==> src/rtl/rf_pkg.sv <==
// Shared register-file definitions: widths, the zero register and writeback enums.
package rf_pkg;

  localparam int unsigned REG_ADDR_W = 5;
  localparam int unsigned REG_DATA_W = 32;
  localparam logic [REG_ADDR_W-1:0] REG_ZERO = 5'd0;

  // Width of the ALU starvation counter; limits above 15 are not representable.
  localparam int unsigned STARVE_CNT_W = 4;

  typedef enum logic {
    NORMAL,
    FORCE_ALU
  } wb_state_t;

  typedef enum logic [1:0] {
    SRC_NONE,
    SRC_ALU,
    SRC_MEM
  } wb_src_t;

endpackage

==> src/rtl/wb_starve_ctr.sv <==
// Saturating starvation counter. hold beats clr, clr beats inc.
// reached_limit flags that the increment applied at this edge lands exactly on LIMIT.
module wb_starve_ctr
  import rf_pkg::*;
#(
  parameter int unsigned LIMIT = 3,
  parameter int unsigned CNT_W = STARVE_CNT_W
) (
  input  logic clk,
  input  logic rst,
  input  logic inc,
  input  logic clr,
  input  logic hold,
  output logic reached_limit
);

  localparam logic [CNT_W-1:0] LIMIT_CNT = CNT_W'(LIMIT);

  logic [CNT_W-1:0] cnt_q, cnt_d;

  // Next count: freeze on hold, zero on clr, otherwise saturate-increment.
  always_comb begin
    cnt_d = cnt_q;
    if (hold) begin
      cnt_d = cnt_q;
    end else if (clr) begin
      cnt_d = '0;
    end else if (inc && (cnt_q < LIMIT_CNT)) begin
      cnt_d = cnt_q + 1'b1;
    end
  end

  // Limit is reached only by an increment at this edge.
  always_comb begin
    reached_limit = inc && !hold && !clr && (cnt_d == LIMIT_CNT);
  end

  // Counter register.
  always_ff @(posedge clk or posedge rst) begin
    if (rst) begin
      cnt_q <= '0;
    end else begin
      cnt_q <= cnt_d;
    end
  end

endmodule

==> src/rtl/rf_wb_arbiter.sv <==
// Writeback arbiter for the register file's single write port. MEM normally wins;
// after STARVE_LIMIT consecutive ALU losses the ALU is forced to win once.
module rf_wb_arbiter
  import rf_pkg::*;
#(
  parameter int unsigned DATA_W       = REG_DATA_W,
  parameter int unsigned ADDR_W       = REG_ADDR_W,
  parameter int unsigned STARVE_LIMIT = 3
) (
  input  logic              clk,
  input  logic              rst,
  input  logic              stall,
  input  logic              alu_valid,
  input  logic [ADDR_W-1:0] alu_rd,
  input  logic [DATA_W-1:0] alu_data,
  output logic              alu_ready,
  input  logic              mem_valid,
  input  logic [ADDR_W-1:0] mem_rd,
  input  logic [DATA_W-1:0] mem_data,
  output logic              mem_ready,
  output logic              rf_we,
  output logic [ADDR_W-1:0] rf_rd,
  output logic [DATA_W-1:0] rf_wdata,
  output logic              starve_active
);

  wb_state_t state_q, state_d;
  wb_src_t   grant;
  logic      cnt_inc, cnt_clr, reached_limit;
  logic [ADDR_W-1:0] win_rd;
  logic [DATA_W-1:0] win_data;

  wb_starve_ctr #(
    .LIMIT(STARVE_LIMIT),
    .CNT_W(STARVE_CNT_W)
  ) u_starve_ctr (
    .clk          (clk),
    .rst          (rst),
    .inc          (cnt_inc),
    .clr          (cnt_clr),
    .hold         (stall),
    .reached_limit(reached_limit)
  );

  // State register; starve_active mirrors the registered state.
  always_ff @(posedge clk or posedge rst) begin
    if (rst) begin
      state_q       <= NORMAL;
      starve_active <= 1'b0;
    end else begin
      state_q       <= state_d;
      starve_active <= (state_d == FORCE_ALU);
    end
  end

  // Next state and counter controls; stall freezes both.
  always_comb begin
    state_d = state_q;
    cnt_inc = 1'b0;
    cnt_clr = 1'b0;
    if (!stall) begin
      unique case (state_q)
        NORMAL: begin
          cnt_inc = mem_valid && alu_valid;
          cnt_clr = !alu_valid || (grant == SRC_ALU);
          if (reached_limit) state_d = FORCE_ALU;
        end
        FORCE_ALU: begin
          // Leave after an ALU grant, or immediately if the ALU withdrew.
          cnt_clr = 1'b1;
          state_d = NORMAL;
        end
        default: state_d = NORMAL;
      endcase
    end
  end

  // Grant selection and combinational readys.
  always_comb begin
    grant = SRC_NONE;
    if (!stall && !rst) begin
      if (state_q == FORCE_ALU) begin
        if (alu_valid)      grant = SRC_ALU;
        else if (mem_valid) grant = SRC_MEM;
      end else begin
        if (mem_valid)      grant = SRC_MEM;
        else if (alu_valid) grant = SRC_ALU;
      end
    end
    alu_ready = (grant == SRC_ALU);
    mem_ready = (grant == SRC_MEM);
    win_rd    = (grant == SRC_MEM) ? mem_rd : alu_rd;
    win_data  = (grant == SRC_MEM) ? mem_data : alu_data;
  end

  // Write-port registers; writes to r0 are consumed with rf_we low.
  always_ff @(posedge clk or posedge rst) begin
    if (rst) begin
      rf_we    <= 1'b0;
      rf_rd    <= '0;
      rf_wdata <= '0;
    end else if (grant != SRC_NONE) begin
      rf_we    <= (win_rd != ADDR_W'(REG_ZERO));
      rf_rd    <= win_rd;
      rf_wdata <= win_data;
    end else begin
      rf_we <= 1'b0;
    end
  end

endmodule

==> config.mk <==
export PLATFORM = sky130hd
export DESIGN_NAME = rf_wb_arbiter
export DESIGN_NICKNAME = d
export VERILOG_FILES = /design/src/rtl/rf_pkg.sv /design/src/rtl/wb_starve_ctr.sv /design/src/rtl/rf_wb_arbiter.sv
export SDC_FILE = /design/constraint.sdc
export NUM_CORES = 1
export LEC_CHECK = 0
export ABC_CLOCK_PERIOD_IN_PS = 2400
export CORE_MARGIN = 8
export CORE_UTILIZATION = 41
export CTS_BUF_LIST = sky130_fd_sc_hd__clkbuf_16
export DETAILED_ROUTE_END_ITERATION = 10
export PLACE_DENSITY_LB_ADDON = 0.08
export SETUP_SLACK_MARGIN = 0.4
export SLEW_MARGIN = 10
export SYNTH_ARGS = -nofsm -noshare
export SYNTH_HDL_FRONTEND = slang
export SYNTH_HIERARCHICAL = 1
export SYNTH_SLANG_ARGS = --single-unit
==> constraint.sdc <==
create_clock -name clk -period 2.4 [get_ports clk]
set_input_delay 0.48 -clock clk [delete_from_list [all_inputs] [get_ports clk]]
set_output_delay 0.48 -clock clk [all_outputs]
set_load 0.01 [all_outputs]
==> results, run 1 <==
- The netlist uses 31 different library cells.
- After layout, the design draws a total of 2290 uW.
- Setup repair after global routing could not meet its margin everywhere.
- Synthesis produced a netlist whose cell count is 264.
- The data arrival time of the critical path is 2.24 ns.
- After synthesis the cells add up to 2560 um^2.
- The number of nets in the layout is approximately 450.
- The final number of max-transition violations is 0.
- In this run the remaining antenna-violating nets after routing total 0.
- The simple-gate portion of the synthesized area is 0.280.
- The cell-internal power is 1660 uW.
- The synthesized-area fraction occupied by ao, oa, aoi and oai cells is 0.212.
- Summed over all nets, the switching power comes to 632 uW.
- The relative slew slack is 0.613.
- The largest family of logic cells by synthesized area is simple AND/OR/NAND/NOR gates.
- The proportion of power drawn by combinational gates is 0.329.
- The quantity of hold-fixing buffers added after cts is 0.
- The worst setup slack for register-to-register paths is 0.38 ns.
- The share of synthesized cell area in full adder, half adder and majority cells is 0.00489.
- The timing endpoint of the critical path is state_q$_DFFE_PP0N_.
- The final instance count without filler cells is 448.
- In the final layout, the share of cells above drive strength 1 is 0.107.
- The detailed router placed 2636 vias in this run.
- The area growth from synthesis to layout is 56.8%.
- The start of the worst register-to-register path is state_q$_DFFE_PP0N_.
- The worst reg2reg path endpoint is state_q$_DFFE_PP0N_.
- The number of max-capacitance violations reported is 0.
- The worst setup path is launched from a flop.
- The synthesized flop and latch total is 43.
- In this run, synthesis inferred 0 flip-flops with an integrated enable.
- Of the synthesized area, sequential elements account for 0.421.
- The worst-case setup slack after placement is -0.267 ns.
- The shortest clock period the worst path allows after layout is 2.02 ns.
- The proportion of power drawn by the clock network is 0.270.
- The worst setup path startpoint is state_q$_DFFE_PP0N_.
- The largest net degree at the start of global routing is 75.
- Registers take 1080 um^2.
- The number of buffers created by CTS is 5.
- The clock transition at the register clock pins on the worst setup and hold paths after CTS is about 0.05 ns.
- Detailed placement finished with a half-perimeter wire length of 5.64 mm.
- The worst vdd rail ir drop is 0.298 mV.
- Buffers placed on the I/O ports in this run total around 120.
- The area used by multi-input combinational logic is about 1300 um^2.
- Measured along the y axis, the die boundary spans around 95 um.
- Clock tree synthesis found a total of 43 sinks.
- The setup skew after layout is 0.00291 ns.
- The first global-routing pass estimated 13.3 mm of wire.
- The switching part of the total is 0.275.
- The class of the most critical setup path is flop to flop.
- The number of nets in the synthesized netlist is about 340.
- The final-layout fill cell count is 486.
- The top cell types in the final layout, fill and taps aside, are 113 x clkdlybuf4s50_1, 43 x dfrtp_1, 38 x a31oi_1.
- The root buffer cell is clkbuf_16.
- Setup slack on the critical path of the routed design comes to 0.375 ns.
- The run finished with clean final reports.
- The sequential share of power is 0.401.
- The number of DRC markers in iteration 0 is 172.
- The total overflow reported by the global router is 0.
- Of the total synthesized cell area, the portion taken by XOR and XNOR cells is 0.
- The most instantiated flip-flop cell in the synthesis netlist is dfrtp_1.
- During synthesis, Yosys emitted a total of 6 warnings.
- The via count normalized by instance count is about 5.9.
- The maximum buffer depth of the clock tree is 2.
- In this run the worst path has a maximum fanout of 2.
- The clock reaches the later pin of the worst-skew pair after 0.28 ns.
- In this run the cell area measured after placement is ~3800 um^2.
- At the worst endpoint, the required time is between 2 and 3 ns.
- The all-layer global routing usage is 0.183.
- The last weighted congestion value of the routability-driven placer is 0.774.
- In the final routed layout, each cell accounts on average for 19.5 um.
- The first TritonRoute pass finished after 4 iterations.
- Dividing total power by cell area gives a power density of 572 nW/um^2.
- For this run, design rule violations remaining after detail routing come to 0.
- Final hold analysis gives a worst-case slack of 0.363 ns.
- The number of global-route vias before repair is 2598.
- The hold violation count in the final report is 0.
- In this run the number of H-tree levels came out at 2.
- The placeable core area is 5990 um^2.
- The multiplexer area fraction after synthesis is 0.00392.
- The tightest min-delay check is of the input pin to asynchronous set/reset pin type.
- Setup violations remaining at the end of the flow were counted as 0.
- The summed area of non-filler cells in the final layout is 4010 um^2.
- Including well taps, the total number of placed cells is approximately 440.
- The critical path capture point type is a flop.
- The library cell used most frequently in the layout, excluding fill and tap cells, is clkdlybuf4s50_1.
- The floorplan step defined a die boundary enclosing 9020 um^2.
- The number of top-level design ports is 120.
- For the worst flop-to-flop path, the logic depth is 6.
- The number of placement rows is 28.
- The die width is 95.0 um.
- For this run, asynchronously set or reset flops after synthesis account for 1.00.
- Summed over all cells, the static leakage comes to 0.00152 uW.
- The TritonCTS clock tree is yes.
- For the pin with the worst max-slew slack, the measured transition is between 0.5 and 0.6 ns.
- The maximum clock frequency is between 400 and 500 MHz.
- The number of antenna violations at the first check in global routing was 0.
- The starting density of the core is 0.427.
- The wire length reported by the detailed router is around 8.8 mm.
- After synthesis, the mean cell area works out to a little under 10 um^2.
- The total inserted antenna cells is 0.
- The share of the clock period used by the worst path is 0.844.
-- critical path, cell delays in order (launching register included) --
cell      delay [ns]
dfrtp_1         0.38
and4bb_2        0.28
or4b_4          0.46
or4b_4          0.49
a211oi_2        0.21
nand2_1         0.08
nand2_1         0.06
-- registers in the layout, indices dropped and copies added, names as in the netlist --
register / count
u_starve_ctr/cnt_q: 4
rf_wdata: 32
state_q: 1
rf_rd: 5
rf_we: 1
-- logic make-up (layout without fill, tap and decap cells) --
logic type,count (synthesis),after routing
compound gates,79,79
mux,1,1
flops,43,43
fa+ha+maj,1,1
simple gates,99,99
buf+inv,41,150
-- per-stage QoR --
| step | setup TNS, ns | util |
|---|---|---|
| floorplan | 0 | - |
| global placement | -0.761 | 0.636 |
| detailed placement | -0.909 | 0.636 |
| CTS | 0 | 0.661 |
| global route | 0 | 0.669 |
| finish | 0 | 0.669 |
-- timing repair --
item / in CTS / in global routing
gates cloned: 0 / 1
setup buffers: 3 / 0
pin swaps: 7 / 6
setup endpoints to repair: 44 / 7
resized for setup: 18 / 6
-- cell usage after synthesis, types with 2 or more instances --
| library cell | number | area, um^2 |
|---|---|---|
| a31oi_1 | 38 | 238 |
| and2_1 | 2 | 12.5 |
| buf_1 | 2 | 7.51 |
| buf_2 | 8 | 40.0 |
| buf_6 | 4 | 45.0 |
| clkbuf_1 | 20 | 75.1 |
| dfrtp_1 | 43 | 1080 |
| inv_1 | 5 | 18.8 |
| nand2_1 | 6 | 22.5 |
| nand2b_1 | 2 | 12.5 |
| nor2_1 | 4 | 15.0 |
| nor3_1 | 37 | 185 |
| o31ai_1 | 37 | 278 |
| or4_1 | 2 | 15.0 |
| or4b_1 | 38 | 380 |
-- final cells by class --
class	count	area share
inverters	5	0.00468
multi-input cells	180	0.326
clock buffers	5	0.0312
flip-flops and latches	43	0.268
repair buffers	139	0.345
clock inverters	1	0.000936
well taps	75	0.0234
-- worst min path at each step --
stage / endpoint / slack (ns) / cells after the start
2_1_floorplan: u_starve_ctr/cnt_q[0]$_DFF_PP0_ / 0.25 / 1
6_report: u_starve_ctr/cnt_q[2]$_DFF_PP0_ / 0.36 / 3
5_1_grt: u_starve_ctr/cnt_q[1]$_DFF_PP0_ / 0.38 / 3
3_5_place_dp: u_starve_ctr/cnt_q[2]$_DFF_PP0_ / 0.48 / 1
3_3_place_gp: u_starve_ctr/cnt_q[2]$_DFF_PP0_ / 0.47 / 1
4_1_cts: u_starve_ctr/cnt_q[0]$_DFF_PP0_ / 0.36 / 3
-- power groups by stage --
stage	logic, uW	clock network, uW	registers (uW)
2_1_floorplan	244	0	982
3_3_place_gp	736	0	925
3_5_place_dp	747	0	930
4_1_cts	751	641	919
5_1_grt	810	676	935
6_report	756	620	920
-- routing by layer --
metal	global-route usage	wire, um	vias up
li1	-	-	1273
met1	0.246	3910	1254
met2	0.280	4040	103
met3	0.0548	734	6
met4	0.0416	80	0
met5	0	0	-
Power figures use the tool's default switching activity.
==> run 2: changes to the inputs <==
--- a/config.mk
+++ b/config.mk
@@ -5,7 +5,7 @@
 export SDC_FILE = /design/constraint.sdc
 export NUM_CORES = 1
 export LEC_CHECK = 0
-export ABC_CLOCK_PERIOD_IN_PS = 2400
+export ABC_CLOCK_PERIOD_IN_PS = 2000
 export CORE_MARGIN = 8
 export CORE_UTILIZATION = 41
 export CTS_BUF_LIST = sky130_fd_sc_hd__clkbuf_16
==> constraint.sdc (replaced) <==
create_clock -name clk -period 2 [get_ports clk]
set_input_delay 0.4 -clock clk [delete_from_list [all_inputs] [get_ports clk]]
set_output_delay 0.4 -clock clk [all_outputs]
set_load 0.01 [all_outputs]
==> results, run 2 (synthesized netlist as in run 1, its figures left out) <==
- Result of the run: finished with violations (was completed).
- The final reports fail on setup timing.
- The number of global-route vias before repair is 2769 (was 2598).
- The cell class contributing the biggest share of worst-path delay is simple AND/OR/NAND/NOR gates (unchanged).
- The DRC violation count after routing was 0 (unchanged).
- Commonest non-fill, non-tap cells in the layout: 90 x clkdlybuf4s50_1, 43 x dfrtp_1, 26 x nor3_1 (was 113 x clkdlybuf4s50_1, 43 x dfrtp_1, 38 x a31oi_1).
- The number of top-level design ports is 120 (unchanged).
- The class of the most critical setup path is flop to flop (unchanged).
- The number of nets in the layout is 481 (was 454).
- The all-layer global routing usage was 0.201 (was 0.183).
- The relative slew slack is 0.650 (was 0.613).
- The worst path buffer plus inverter count is 0 (unchanged).
- The total overflow reported by the global router is 0 (unchanged).
- The largest net degree at the start of global routing was 51 (was 75).
- The clock insertion delay at the later pin of the skew report is 0.28 ns (about the same).
- The final worst setup slack is -0.0831 ns (was 0.375 ns).
- The share of cells above drive strength 1 is 0.353 (was 0.107).
- The worst reg2reg path endpoint is state_q$_DFFE_PP0N_ (unchanged).
- The classification of the worst-slack hold path is input pin to asynchronous set/reset pin (unchanged).
- The commonest non-fill, non-tap cell in the layout was clkdlybuf4s50_1 (unchanged).
- The clock transition at the register clock pins on the worst setup and hold paths after CTS is 0.06 ns (was 0.05 ns).
- The proportion of power drawn by combinational gates is 0.388 (was 0.329).
- The power per standard cell area came to 612 nW/um^2 (was 572 nW/um^2).
- The setup skew after layout came to 0.00438 ns (was 0.00291 ns).
- The clock sink count is 43 (unchanged).
- The final number of setup-violating endpoints is 4 (was 0).
- The start of the worst register-to-register path is state_q$_DFFE_PP0N_ (unchanged).
- The critical-path maximum fanout was 2 (unchanged).
- The data arrival time of the critical path was 2.30 ns (was 2.24 ns).
- The number of buffer cells added on primary ports is 119 (unchanged).
- The library cell contributing the largest single delay on the critical path was or4b_4 (unchanged).
- The die width is 95.0 um (unchanged).
- The starting density of the core is 0.427 (unchanged).
- The detailed-router iteration count before antenna repair came to 4 (unchanged).
- The worst setup slack for register-to-register paths is -0.08 ns (was 0.38 ns).
- The final number of max-transition violations was 0 (unchanged).
- The count of H-tree levels built during CTS is 2 (unchanged).
- The number of buffers created by CTS was 5 (unchanged).
- The wire length reported by the detailed router came to 11.6 mm (was 8.76 mm).
- The final instance count without filler cells was 477 (was 448).
- The switching part of the total is 0.303 (was 0.275).
- The startpoint type of the worst setup path is a flop (unchanged).
- The maximum clock frequency was 480 MHz (was 494 MHz).
- The worst-case reg-to-reg path depth is 6 (unchanged).
- The number of cells on the critical path came to 6 (unchanged).
- The total inserted antenna cells is 0 (unchanged).
- The worst vdd rail ir drop is 0.624 mV (was 0.298 mV).
- The sequential share of power is 0.360 (was 0.401).
- Cell-by-cell trace of the critical path: and4bb_2, or4b_4, or4b_4, a211oi_2, nand2_1, nand2_1 (unchanged).
- The number of max-capacitance violations reported is 0 (unchanged).
- The leakage power of the design is 0.00207 uW (was 0.00152 uW).
- The proportion of power drawn by the clock network is 0.252 (was 0.270).
- The die footprint is 9020 um^2 (unchanged).
- The number of antenna violations at the first check in global routing came to 0 (unchanged).
- The placeable core area is 5990 um^2 (unchanged).
- The worst setup path startpoint is state_q$_DFFE_PP0N_ (unchanged).
- The cell total after placement is 441 (was 438).
- The die span in y is 95.0 um (unchanged).
- The root buffer cell is clkbuf_16 (unchanged).
- The average routed wire per standard cell is 24.4 um (was 19.5 um).
- The worst-case setup slack after placement is -0.497 ns (was -0.267 ns).
- Unrepaired setup endpoints after global routing: true (unchanged).
- The TritonCTS clock tree is yes (unchanged).
- The worst path required time is 2.22 ns (was 2.61 ns).
- The number of DRC markers in iteration 0 is 190 (was 172).
- The delay of the slowest critical-path stage was 0.53 ns (was 0.49 ns).
- The hold violation count in the final report is 0 (unchanged).
- The critical path capture point type is a flop (unchanged).
- The maximum buffer depth of the clock tree is 2 (unchanged).
- The cell-internal power is 2180 uW (was 1660 uW).
- The first-pass GRT wire length is 14.4 mm (was 13.3 mm).
- The share of the clock period used by the worst path came to 1.04 (was 0.844).
- The number of placement rows is 28 (unchanged).
- The worst-margin pin slew is 0.525 ns (was 0.577 ns).
- The via count normalized by instance count is 6.30 (was 5.88).
- The post-route antenna net violation count is 0 (unchanged).
- The area growth from synthesis to layout is 99.4% (was 56.8%).
- The total via count after detailed routing is 3006 (was 2636).
- The switching component of the power was 947 uW (was 632 uW).
- The half-perimeter wire length after detailed placement is 5.69 mm (was 5.64 mm).
- The timing endpoint of the critical path was state_q$_DFFE_PP0N_ (unchanged).
- The flip-flop count of the largest register after layout is 32 (unchanged).
- The shortest clock period the worst path allows after layout is 2.08 ns (was 2.02 ns).
- The last weighted congestion value of the routability-driven placer is 0.810 (was 0.774).
- The most flop-heavy register is rf_wdata (unchanged).
- Largest regs: rf_wdata: 32 flops, rf_rd: 5 flops, u_starve_ctr/cnt_q: 4 flops (unchanged).
- The quantity of hold-fixing buffers added after cts is 0 (unchanged).
-- run 2: cell count changes in the layout (fill, tap and decap cells not counted), moves of 14 or more --
cell | before | now
dlymetal6s2s_1 | 0 | 17
clkdlybuf4s50_1 | 113 | 90
or4b_4 | 3 | 24
o31ai_1 | 37 | 21
a31oi_4 | 0 | 18
a31oi_1 | 38 | 20
o31ai_2 | 0 | 14
or4b_1 | 37 | 16
-- run 2: timing repair --
action | in CTS | in global routing
pin swaps | 64 | 50
resized for setup | 53 | 112
gates cloned | 5 | 8
setup endpoints to repair | 48 | 60
buffers inserted | 7 | 8
-- run 2: worst min-delay path by stage --
stage          cells past startpoint                            start                              end  slack, ns
2_1_floorplan                      1                              rst  u_starve_ctr/cnt_q[0]$_DFF_PP0_       0.17
3_3_place_gp                       1  u_starve_ctr/cnt_q[2]$_DFF_PP0_  u_starve_ctr/cnt_q[2]$_DFF_PP0_       0.48
3_5_place_dp                       1  u_starve_ctr/cnt_q[2]$_DFF_PP0_  u_starve_ctr/cnt_q[2]$_DFF_PP0_       0.48
4_1_cts                            4                              rst  u_starve_ctr/cnt_q[3]$_DFF_PP0_       0.25
5_1_grt                            4                              rst  u_starve_ctr/cnt_q[0]$_DFF_PP0_       0.27
6_report                           4                              rst  u_starve_ctr/cnt_q[3]$_DFF_PP0_       0.25
-- run 2: metrics by stage --
| stage | area [um^2] | hold slack (ns) | total power [uW] | utilization | TNS (ns) |
|---|---|---|---|---|---|
| finish | 5100 | 0.247 | 3120 | 0.851 | -0.146 |
| global route | 5100 | 0.265 | 3240 | 0.851 | -0.335 |
| CTS | 4300 | 0.247 | 2860 | 0.718 | -0.0904 |
| detailed placement | 3850 | 0.480 | 2020 | 0.642 | -11.11 |
| global placement | 3850 | 0.479 | 2000 | 0.642 | -9.63 |
| floorplan | 2590 | 0.166 | 1470 | - | -0.332 |
-- run 2: area by class of cell --
cell class                 instances  area [um^2]
clock buffer                       5          125
clock inverter                     3         12.5
fill                             312          893
inverter                           5         18.8
multi-input combinational        180         1840
sequential                        43         1080
tap                               75         93.8
timing repair buffer             166         1930
-- run 2: worst register-to-register path, stage by stage, from the launching register on --
cell	delay [ns]
dfrtp_1	0.39
and4bb_2	0.29
or4b_4	0.47
or4b_4	0.53
a211oi_2	0.20
nand2_1	0.07
nand2_1	0.07
-- run 2: layer usage --
metal	wire length (um)	track usage	up-vias	share of wire
met5	0	0	-	0
met4	131	0.0416	0	0.011
met3	904	0.0476	12	0.078
met2	6100	0.344	125	0.52
met1	4510	0.252	1536	0.39
li1	-	-	1333	-
-- run 2: power groups by stage --
stage | sequential (uW) | combinational (uW) | clock (uW)
3_3_place_gp | 1110 | 896 | 0
3_5_place_dp | 1120 | 906 | 0
4_1_cts | 1100 | 972 | 787
2_1_floorplan | 1180 | 295 | 0
5_1_grt | 1140 | 1270 | 827
6_report | 1120 | 1210 | 788
